### src/rtl/posit_pkg.sv
// Shared sizing helpers and the decoded-posit record for the posit decode scheduler.
// Pure declarations: no logic, no latency.
// Backpressure: not applicable.
package posit_pkg;

  // Regime k needs one bit beyond clog2(WIDTH) to hold the range -(WIDTH-1)..WIDTH-2.
  function automatic int rw_f(input int width);
    return $clog2(width) + 1;
  endfunction

  // Fraction width once sign, the two shortest-run regime bits and the exponent are removed.
  function automatic int fw_f(input int width, input int es);
    return width - 3 - es;
  endfunction

  // Requester index width. Keep it at least 1 bit so single-bit fields stay legal.
  function automatic int id_w_f(input int nreq);
    return (nreq > 1) ? $clog2(nreq) : 1;
  endfunction

  localparam int DEF_WIDTH = 16;
  localparam int DEF_ES    = 1;
  localparam int DEF_NREQ  = 2;

  // Decoded fields for the default 16-bit, es=1 configuration.
  typedef struct packed {
    logic                                     sign;
    logic signed [rw_f(DEF_WIDTH)-1:0]        regime;
    logic [DEF_ES-1:0]                        exp;
    logic [fw_f(DEF_WIDTH, DEF_ES)-1:0]       frac;
    logic                                     zero;
    logic                                     nar;
  } posit_dec_t;

endpackage

### src/rtl/posit_field_extract.sv
// Combinational posit field decode: sign, regime k, exponent and left-aligned fraction.
// Latency: 0 cycles (pure combinational).
// Backpressure: none; the caller registers the result.
module posit_field_extract
  import posit_pkg::*;
#(
  parameter int WIDTH = 16,
  parameter int ES    = 1
) (
  input  logic [WIDTH-1:0]                  word,
  output logic                              sign,
  output logic signed [rw_f(WIDTH)-1:0]     regime,
  output logic [ES-1:0]                     exp,
  output logic [fw_f(WIDTH, ES)-1:0]        frac,
  output logic                              zero,
  output logic                              nar
);

  localparam int RW = rw_f(WIDTH);
  localparam int FW = fw_f(WIDTH, ES);

  logic [WIDTH-2:0] body;
  logic [WIDTH-2:0] flip;
  logic             r0;
  logic             hit;
  logic             special;
  logic [RW-1:0]    run;
  logic [WIDTH-4:0] tail;

  // Negate negative words, count the leading regime run, then shift out regime and terminator.
  always_comb begin
    special = ~|word[WIDTH-2:0];
    // Only the low WIDTH-1 bits of the two's complement are needed, so negate those alone.
    body    = word[WIDTH-1] ? (~word[WIDTH-2:0] + 1'b1) : word[WIDTH-2:0];
    r0      = body[WIDTH-2];
    flip    = r0 ? ~body : body;
    run     = '0;
    hit     = 1'b0;
    for (int i = WIDTH - 2; i >= 0; i--) begin
      if (!hit) begin
        if (flip[i]) hit = 1'b1;
        else         run = run + 1'b1;
      end
    end
    // run >= 1 for any non-special word, so bits below the top two of body start after
    // run-1 further shifts; bits shifted past the LSB arrive as zeros.
    tail   = body[WIDTH-4:0] << (run - 1'b1);
    sign   = word[WIDTH-1];
    zero   = special & ~word[WIDTH-1];
    nar    = special & word[WIDTH-1];
    regime = '0;
    exp    = '0;
    frac   = '0;
    if (!special) begin
      regime = r0 ? $signed(run - 1'b1) : -$signed(run);
      exp    = tail[WIDTH-4 -: ES];
      frac   = tail[FW-1:0];
    end
  end

endmodule

### src/rtl/posit_decode_sched.sv
// Round-robin shares one posit field decoder among NREQ requesters; results tagged with id.
// Latency: 2 cycles accept->out_valid, 1 result/cycle sustained. Optional POSIT_DECODE_SCHED_STATS_EN counters.
// Backpressure: out_ready low holds S2, S1 then fills and req_ready drops to 0.
module posit_decode_sched
  import posit_pkg::*;
#(
  parameter int WIDTH = 16,
  parameter int ES    = 1,
  parameter int NREQ  = 2
) (
  input  logic                              clk,
  input  logic                              rst,
  input  logic [NREQ-1:0]                   req_valid,
  output logic [NREQ-1:0]                   req_ready,
  input  logic [NREQ-1:0][WIDTH-1:0]        req_posit,
  output logic                              out_valid,
  input  logic                              out_ready,
  output logic [id_w_f(NREQ)-1:0]           out_id,
  output logic                              out_sign,
  output logic signed [rw_f(WIDTH)-1:0]     out_regime,
  output logic [ES-1:0]                     out_exp,
  output logic [fw_f(WIDTH, ES)-1:0]        out_frac,
  output logic                              out_zero,
  output logic                              out_nar
`ifdef POSIT_DECODE_SCHED_STATS_EN
  ,
  output logic [NREQ-1:0][31:0]             stat_grants,
  output logic [31:0]                       stat_stall
`endif
);

  localparam int ID_W = id_w_f(NREQ);
  localparam int RW   = rw_f(WIDTH);
  localparam int FW   = fw_f(WIDTH, ES);

  typedef struct packed {
    logic                 sign;
    logic signed [RW-1:0] regime;
    logic [ES-1:0]        exp;
    logic [FW-1:0]        frac;
    logic                 zero;
    logic                 nar;
  } dec_t;

  logic [ID_W-1:0]  last_q, last_d;
  logic             s1_vld_q, s1_vld_d;
  logic [ID_W-1:0]  s1_id_q, s1_id_d;
  logic [WIDTH-1:0] s1_word_q, s1_word_d;
  logic             s2_vld_q, s2_vld_d;
  logic [ID_W-1:0]  s2_id_q, s2_id_d;
  dec_t             s2_dec_q, s2_dec_d;

  logic [NREQ-1:0]  grant;
  logic [ID_W-1:0]  gnt_id;
  logic [ID_W-1:0]  arb_idx;
  logic             found;
  logic             s1_adv;
  logic             s1_free;
  logic             accept;
  dec_t             dec;

  // Round-robin search starting just after the last accepted requester.
  always_comb begin
    grant   = '0;
    gnt_id  = '0;
    arb_idx = '0;
    found   = 1'b0;
    for (int j = 0; j < NREQ; j++) begin
      arb_idx = ID_W'((int'(last_q) + 1 + j) % NREQ);
      if (!found && req_valid[arb_idx]) begin
        found         = 1'b1;
        grant[arb_idx] = 1'b1;
        gnt_id        = arb_idx;
      end
    end
  end

  assign s1_adv    = s1_vld_q & (~s2_vld_q | out_ready);
  assign s1_free   = ~s1_vld_q | s1_adv;
  // Held low during reset so nothing is offered while state is being cleared.
  assign req_ready = rst ? '0 : (grant & {NREQ{s1_free}});
  assign accept    = |req_ready;

  posit_field_extract #(
    .WIDTH (WIDTH),
    .ES    (ES)
  ) u_extract (
    .word   (s1_word_q),
    .sign   (dec.sign),
    .regime (dec.regime),
    .exp    (dec.exp),
    .frac   (dec.frac),
    .zero   (dec.zero),
    .nar    (dec.nar)
  );

  // Next-state for the rr pointer and both pipeline stages; S2 holds while stalled.
  always_comb begin
    last_d    = last_q;
    s1_vld_d  = s1_vld_q;
    s1_id_d   = s1_id_q;
    s1_word_d = s1_word_q;
    s2_vld_d  = s2_vld_q;
    s2_id_d   = s2_id_q;
    s2_dec_d  = s2_dec_q;
    if (accept) begin
      last_d    = gnt_id;
      s1_vld_d  = 1'b1;
      s1_id_d   = gnt_id;
      s1_word_d = req_posit[gnt_id];
    end else if (s1_adv) begin
      s1_vld_d  = 1'b0;
    end
    if (s1_adv) begin
      s2_vld_d = 1'b1;
      s2_id_d  = s1_id_q;
      s2_dec_d = dec;
    end else if (out_ready) begin
      s2_vld_d = 1'b0;
    end
  end

  // State registers; reset drops any in-flight words and points rr so requester 0 wins next.
  always_ff @(posedge clk or posedge rst) begin
    if (rst) begin
      last_q    <= ID_W'(NREQ - 1);
      s1_vld_q  <= 1'b0;
      s1_id_q   <= '0;
      s1_word_q <= '0;
      s2_vld_q  <= 1'b0;
      s2_id_q   <= '0;
      s2_dec_q  <= '0;
    end else begin
      last_q    <= last_d;
      s1_vld_q  <= s1_vld_d;
      s1_id_q   <= s1_id_d;
      s1_word_q <= s1_word_d;
      s2_vld_q  <= s2_vld_d;
      s2_id_q   <= s2_id_d;
      s2_dec_q  <= s2_dec_d;
    end
  end

  assign out_valid  = s2_vld_q;
  assign out_id     = s2_id_q;
  assign out_sign   = s2_dec_q.sign;
  assign out_regime = s2_dec_q.regime;
  assign out_exp    = s2_dec_q.exp;
  assign out_frac   = s2_dec_q.frac;
  assign out_zero   = s2_dec_q.zero;
  assign out_nar    = s2_dec_q.nar;

`ifdef POSIT_DECODE_SCHED_STATS_EN
  logic [NREQ-1:0][31:0] stat_grants_q, stat_grants_d;
  logic [31:0]           stat_stall_q, stat_stall_d;

  // Saturating per-requester accept counters and output stall counter.
  always_comb begin
    stat_grants_d = stat_grants_q;
    stat_stall_d  = stat_stall_q;
    for (int i = 0; i < NREQ; i++) begin
      if (req_ready[i] && req_valid[i] && (stat_grants_q[i] != 32'hFFFF_FFFF))
        stat_grants_d[i] = stat_grants_q[i] + 32'd1;
    end
    if (s2_vld_q && !out_ready && (stat_stall_q != 32'hFFFF_FFFF))
      stat_stall_d = stat_stall_q + 32'd1;
  end

  // Counter registers.
  always_ff @(posedge clk or posedge rst) begin
    if (rst) begin
      stat_grants_q <= '0;
      stat_stall_q  <= '0;
    end else begin
      stat_grants_q <= stat_grants_d;
      stat_stall_q  <= stat_stall_d;
    end
  end

  assign stat_grants = stat_grants_q;
  assign stat_stall  = stat_stall_q;
`endif

endmodule

### config.mk
export PLATFORM = sky130hd
export DESIGN_NAME = posit_decode_sched
export DESIGN_NICKNAME = d
export VERILOG_FILES = /design/src/rtl/posit_pkg.sv /design/src/rtl/posit_field_extract.sv /design/src/rtl/posit_decode_sched.sv
export SDC_FILE = /design/constraint.sdc
export NUM_CORES = 1
export LEC_CHECK = 0
export CAP_MARGIN = 20
export CORE_MARGIN = 2
export CORE_UTILIZATION = 45
export CTS_BUF_LIST = sky130_fd_sc_hd__clkbuf_8
export CTS_CLUSTER_DIAMETER = 120
export CTS_CLUSTER_SIZE = 25
export DETAILED_ROUTE_END_ITERATION = 16
export DONT_BUFFER_PORTS = 1
export SETUP_SLACK_MARGIN = 0.4
export SYNTH_ARGS = -nofsm -noshare
export SYNTH_HDL_FRONTEND = slang
export SYNTH_SLANG_ARGS = --single-unit
### constraint.sdc
create_clock -name clk -period 11.45 [get_ports clk]
set_clock_uncertainty 0.1 [all_clocks]
set_input_delay 2.8625 -clock clk [delete_from_list [all_inputs] [get_ports clk]]
set_output_delay 2.8625 -clock clk [all_outputs]
set_load 0.02 [all_outputs]
==> impl_metrics.toml, run 1 <==
[setup_path]
cpMostUsedCell = "sky130_fd_sc_hd__ha_1"
slowest_stage = "sky130_fd_sc_hd__or3_1"
timing.critical_path.required_ns = 11.53
critPathCaptureType = "flop"
critical_path_peak_fanout = 9
crit_path_start_kind = "flop"
worst_ep_arrival_time_ns = 10.57
path_class = "flop to flop"
slowest_delay_ns = 0.56

[global_route]
antenna_found_initial = 0
first_global_vias = 3590
grt_start_max_net_pins = 43
gr-usage-all-layers_pct = 20.5
grt_overflow_total = 0
grt_pass1_wl_um = 17700

[sta]
fmaxAchievable_ghz = 0.0953
fin_crit_sh_pct = 91.6
final_max_slew_viol_count = 0
final.setup.tns_ns = 0
rsz0062_at_grt = "no"
layout_min_cycle_time_ns = 10.49
maxSlewHeadroom_pct = 40.0
report.final.setup_viol = 0
worstMarginPinSlew_ns = 0.900
hold_violations = 0

[final_layout]
antenna_cells = 0
flow.area_growth_from_synthesis_pct = 11.2
fraction_of_layout_cells_with_a_size_suffix_above_1_pct = 17.3
nNetsFinal = 580
fin_util_pct = 51.1

[clock_network]
numClockSinks = 42
htreeDepth = 2
cts_inserted_buffers = 5
worst_skew_pair.late_latency_ns = 0.31
ctsLongestPathBuffers = 2
worst_setup_hold_path_clk_slew_ns = 0.10
tritoncts = "built"
clock-root-buffer = "sky130_fd_sc_hd__clkbuf_8"
ctsHoldBuffers = 0

[logic_synthesis]
synth_async_sr_flop_share_pct = 100
yosysTopAreaCell = "sky130_fd_sc_hd__dfrtp_1"
synth_seq_cells = 42
avg_cell_area_syn_um2 = 8.42
postSynthNetCount = 576
ys_dominant_reg_cell = "sky130_fd_sc_hd__dfrtp_1"
synthesis.instances = 526
synth_largest_type_area_fraction_pct = 23.2
synth_top_cells_by_area = "sky130_fd_sc_hd__dfrtp_1 23%, sky130_fd_sc_hd__mux2i_1 7.9%, sky130_fd_sc_hd__xnor2_1 6.1%"
yosys_warnings = 0
netlist_area_um2 = 4430
synth.distinct_cells = 81
post_synth_edffs = 0
sequential_cell_area_fraction_in_the_yosys_report_pct = 23.8

[floorplanning]
die-height_um = 103
die_width_um = 103
placement_rows = 36
io_pins = 62
initial_util_pct = 45.9
fp.dieArea_um2 = 10600
floorplan.core_area_um2 = 9640

[place]
place.gp.congestion = 0.863
detailedPlacementHpwl_um = 8260
place.port_buffers = 0

[run_status]
run_status = "completed"

[worst_hold_path]
min-delay-path-class = "flop to flop"

[drt]
dr_total_vias = 3773
viasPerCell = 5.68
wl_per_cell_um = 16.5
drc = 0
wl_um = 11000
dr.pass1.iters = 5
dr.first_iter.drc_count = 123
final_antenna_net_count = 0

[job]
maxCapViolCount = 0
## logic make-up (layout without fill, tap and decap cells)
family                     after synthesis  in the layout  synth area share [%]
xor gates and xnor gates                49             49                  11.9
AOI/OAI and AO/OA                      136            136                  21.7
and+or+nand+nor                        189            189                  21.8
buffers and inverters                   46             51                  4.38
adders and majority gates               14             14                  3.90
muxes                                   50             50                  12.6
DFF                                     42             42                  23.8
## sequential cells by signal, summed over array words and instances (netlist names)
name,flops
out_regime,5
out_valid,1
last_q,1
out_sign,1
out_exp,1
out_id,1
out_nar,1
s1_word_q,16
out_zero,1
s1_id_q,1
out_frac,12
s1_vld_q,1
## layout make-up
type / instances / area [µm²]
inverter: 19 / 75.1
clock inverter: 3 / 28.8
tap: 133 / 166
clock buffer: 5 / 68.8
timing repair buffer: 24 / 191
sequential: 42 / 1050
multi-input combinational: 438 / 3340
fill: 937 / 4720
## placed cells by master, fill, tap and decap left out, drive strengths merged, types with 3 or more instances in the layout
master  synthesis  final
o21a            4      4
a21boi          4      4
xor2           14     14
and2            5      5
o31ai          11     11
nand3          13     13
a21o            4      4
a21oi          21     21
ha             13     13
nand4           6      6
clkbuf         14      5
o21ai          44     44
o41ai          10     10
mux2i          37     37
o22ai           4      4
inv            18     20
nand2b          4      4
or3             9      9
or2             7      7
nor3           14     14
a31oi           5      5
dfrtp          41     41
nor4            4      4
buf            13     24
xnor2          33     33
a22oi           3      3
mux2           12     12
nand3b          3      3
nand2          72     72
o211ai          4      4
nor2b           4      4
a211oi          5      5
or4             6      6
a311oi          3      3
nor2           35     35
## per-stage QoR
| stage | hold WS, ns | instances | setup slack, ns | cell area, µm² |
|---|---|---|---|---|
| after floorplan | 0.362 | 526 | 1.55 | 4430 |
| after global placement | 0.384 | 640 | 0.804 | 4530 |
| after detailed placement | 0.392 | 640 | 0.506 | 4530 |
| after CTS | 0.416 | 648 | 0.441 | 4630 |
| after global routing | 0.433 | 664 | 0.284 | 4920 |
| final | 0.413 | 664 | 0.958 | 4920 |
## what timing repair did
item	CTS	global route
setup buffers	0	15
endpoints found under the setup margin	0	16
gates resized for setup	0	27
## path summary, 6_finish.rpt
check / start / end / slack [ns] / depth (start not counted)
worst max-delay path: s1_word_q[4]$_DFFE_PP0P_ / out_frac[8]$_DFFE_PP0P_ / 0.96 / 47
worst min-delay path: last_q$_DFFE_PP1P_ / last_q$_DFFE_PP1P_ / 0.41 / 2
worst max register to register: s1_word_q[4]$_DFFE_PP0P_ / out_frac[8]$_DFFE_PP0P_ / 0.96 / 47
worst min register to register: last_q$_DFFE_PP1P_ / last_q$_DFFE_PP1P_ / 0.41 / 2
max in group asynchronous: rst / s1_word_q[12]$_DFFE_PP0P_ / 8.40 / 2
min in group asynchronous: rst / s1_id_q$_DFFE_PP0P_ / 2.46 / 2
## worst max-delay path: cells and delay by family, from the launching register on
family	cells	cell delay (ns)
flip-flops	1	0.46
buffers and inverters	6	0.74
AO/OA/AOI/OAI	15	2.95
multiplexers	5	1.12
adder cells (fa/ha/maj)	9	2.69
XOR/XNOR	2	0.49
AND/OR/NAND/NOR	10	1.82
## cell usage after synthesis (all sizes together), types with 7 or more instances
| cell type | instances |
|---|---|
| o41ai | 10 |
| buf | 13 |
| ha | 13 |
| nor2 | 35 |
| o21ai | 44 |
| nand2 | 72 |
| clkbuf | 14 |
| or3 | 9 |
| or2 | 7 |
| dfrtp | 41 |
| xor2 | 14 |
| o31ai | 11 |
| xnor2 | 33 |
| a21oi | 21 |
| nand3 | 13 |
| nor3 | 14 |
| inv | 18 |
| mux2 | 12 |
| mux2i | 37 |
## layer usage
metal | vias up | part of all wire [%] | global-route usage, %
met3 | 8 | 3.0 | 2.35
met5 | - | 0 | 0
li1 | 1920 | - | -
met2 | 66 | 49 | 35.8
met4 | 0 | 0.57 | 2.02
met1 | 1779 | 48 | 28.2
Power of run 1 is left out: the tool's default activity adds up to more than one toggle a clock period on the data nets, which glitch-free logic cannot reach.
==> run 2: changes to the inputs <==
--- a/config.mk
+++ b/config.mk
@@ -7,7 +7,7 @@
 export LEC_CHECK = 0
 export CAP_MARGIN = 20
 export CORE_MARGIN = 2
-export CORE_UTILIZATION = 45
+export CORE_UTILIZATION = 42
 export CTS_BUF_LIST = sky130_fd_sc_hd__clkbuf_8
 export CTS_CLUSTER_DIAMETER = 120
 export CTS_CLUSTER_SIZE = 25
==> impl_metrics.toml, run 2 (same netlist as run 1, synthesis figures left out) <==
[drt]
dr.first_iter.drc_count = 157
final_antenna_net_count = 0
drc = 0
dr_total_vias = 3908
viasPerCell = 5.83
dr.pass1.iters = 5
wl_um = 11200
wl_per_cell_um = 16.7

[setup_path]
critical_path_peak_fanout = 9
critical_path_buf_inv_count = 6
cpMostUsedCell = "sky130_fd_sc_hd__ha_1"
crit_path_start_kind = "flop"
r2r.worst_path.cells = 47
timing.critical_path.required_ns = 11.52
regToRegEndpoint = "out_frac[10]$_DFFE_PP0P_"
path_class = "flop to flop"
slowest_delay_ns = 0.55
critical_path.top_delay_family = "compound AO/OA/AOI/OAI gates"
ff2ff_setup_slack_ns = 1.12
slowest_stage = "sky130_fd_sc_hd__or4_4"
critPathCaptureType = "flop"
worst_r2r_startpoint = "s1_word_q[0]$_DFFE_PP0P_"
worst_ep_arrival_time_ns = 10.40

[floorplanning]
die-height_um = 107
initial_util_pct = 43.1
fp.dieArea_um2 = 11400
io_pins = 62
die_width_um = 107
placement_rows = 37
floorplan.core_area_um2 = 10300

[worst_hold_path]
hold_end = "s1_id_q$_DFFE_PP0P_"
min-delay-path-class = "flop to flop"
min-delay-start = "s1_id_q$_DFFE_PP0P_"
hold_depth = 2

[sta]
layout_min_cycle_time_ns = 10.33
worstMarginPinSlew_ns = 0.775
rsz0062_at_grt = "no"
maxSlewHeadroom_pct = 46.9
fin_crit_sh_pct = 90.2
hold_violations = 0
final.setup.tns_ns = 0
hold_slack_ns = 0.402
report.final.setup_viol = 0
fmaxAchievable_ghz = 0.0968
final_max_slew_viol_count = 0

[place]
post-place-cells = 642
place.gp.congestion = 0.885
place.port_buffers = 0
detailedPlacementHpwl_um = 8510

[final_layout]
mostFrequentLayoutCell = "sky130_fd_sc_hd__nand2_1"
nNetsFinal = 583
flow.area_growth_from_synthesis_pct = 12.4
antenna_cells = 0
fin_util_pct = 48.4
largest_register = "s1_word_q"
fraction_of_layout_cells_with_a_size_suffix_above_1_pct = 18.7
layout.cells.most_common_list = "72 x sky130_fd_sc_hd__nand2_1, 39 x sky130_fd_sc_hd__o21ai_0, 37 x sky130_fd_sc_hd__dfrtp_1"
final_cells = 670
largest_register_ffs = 16

[run_status]
run_status = "completed"

[global_route]
antenna_found_initial = 0
grt_pass1_wl_um = 18300
grt_overflow_total = 0
grt_start_max_net_pins = 34
first_global_vias = 3667
gr-usage-all-layers_pct = 19.7

[clock_network]
htreeDepth = 2
cts_inserted_buffers = 5
tritoncts = "built"
ctsHoldBuffers = 0
ctsLongestPathBuffers = 2
worst_setup_hold_path_clk_slew_ns = 0.09
worst_skew_pair.late_latency_ns = 0.30
numClockSinks = 42
clock-root-buffer = "sky130_fd_sc_hd__clkbuf_8"

[job]
maxCapViolCount = 0
==> run 2: changes by cell type in the layout (fill, tap and decap cells not counted), moves of 2 or more <==
cell	change
sky130_fd_sc_hd__dfrtp_1	-3
sky130_fd_sc_hd__dfrtp_2	+3
sky130_fd_sc_hd__xnor2_2	-2
sky130_fd_sc_hd__buf_4	+2
sky130_fd_sc_hd__ha_1	-2
==> run 2: tightest hold or removal path, stage by stage (launching register included) <==
cell and delay (ns):
sky130_fd_sc_hd__dfrtp_1 0.35, sky130_fd_sc_hd__nor2_1 0.05, sky130_fd_sc_hd__nor2_1 0.07
==> run 2: what timing repair did <==
| item | CTS | global route |
|---|---|---|
| resized for setup | 0 | 32 |
| buffers inserted | 0 | 18 |
| setup endpoints to repair | 0 | 16 |
==> run 2: final cells by class <==
type,count,area [µm²]
fillers,998,5300
multi-input cells,438,3340
flip-flops and latches,42,1060
repair buffers,27,221
well taps,136,170
inverters,19,75.1
clock buffers,5,68.8
clock inverters,3,41.3
==> run 2: how the worst max path moves through the flow <==
| stage | start | endpoint | slack (ns) | cells past startpoint |
|---|---|---|---|---|
| 3_3_place_gp | s1_word_q[9]$_DFFE_PP0P_ | out_frac[11]$_DFFE_PP0P_ | 0.79 | 44 |
| 6_report | s1_word_q[0]$_DFFE_PP0P_ | out_frac[10]$_DFFE_PP0P_ | 1.12 | 47 |
| 3_5_place_dp | s1_word_q[9]$_DFFE_PP0P_ | out_frac[11]$_DFFE_PP0P_ | 0.50 | 47 |
| 5_1_grt | s1_word_q[1]$_DFFE_PP0P_ | out_frac[10]$_DFFE_PP0P_ | 0.32 | 49 |
| 4_1_cts | s1_word_q[9]$_DFFE_PP0P_ | out_frac[11]$_DFFE_PP0P_ | 0.44 | 47 |
| 2_1_floorplan | s1_word_q[9]$_DFFE_PP0P_ | out_frac[6]$_DFFE_PP0P_ | 1.55 | 47 |
==> run 2: stage by stage <==
step	area, µm²	setup WS [ns]
global placement	4530	0.792
detailed placement	4530	0.502
finish	4970	1.12
floorplan	4430	1.55
CTS	4640	0.435
global route	4970	0.321
==> run 2: routing by layer <==
layer	vias to the layer above	part of all wire (%)	global-route usage [%]
met2	126	46	32.3
li1	1925	-	-
met5	-	0	0
met1	1835	47	27.3
met4	0	1.8	5.01
met3	22	5.0	2.74
Power of run 2 is left out for the same reason.
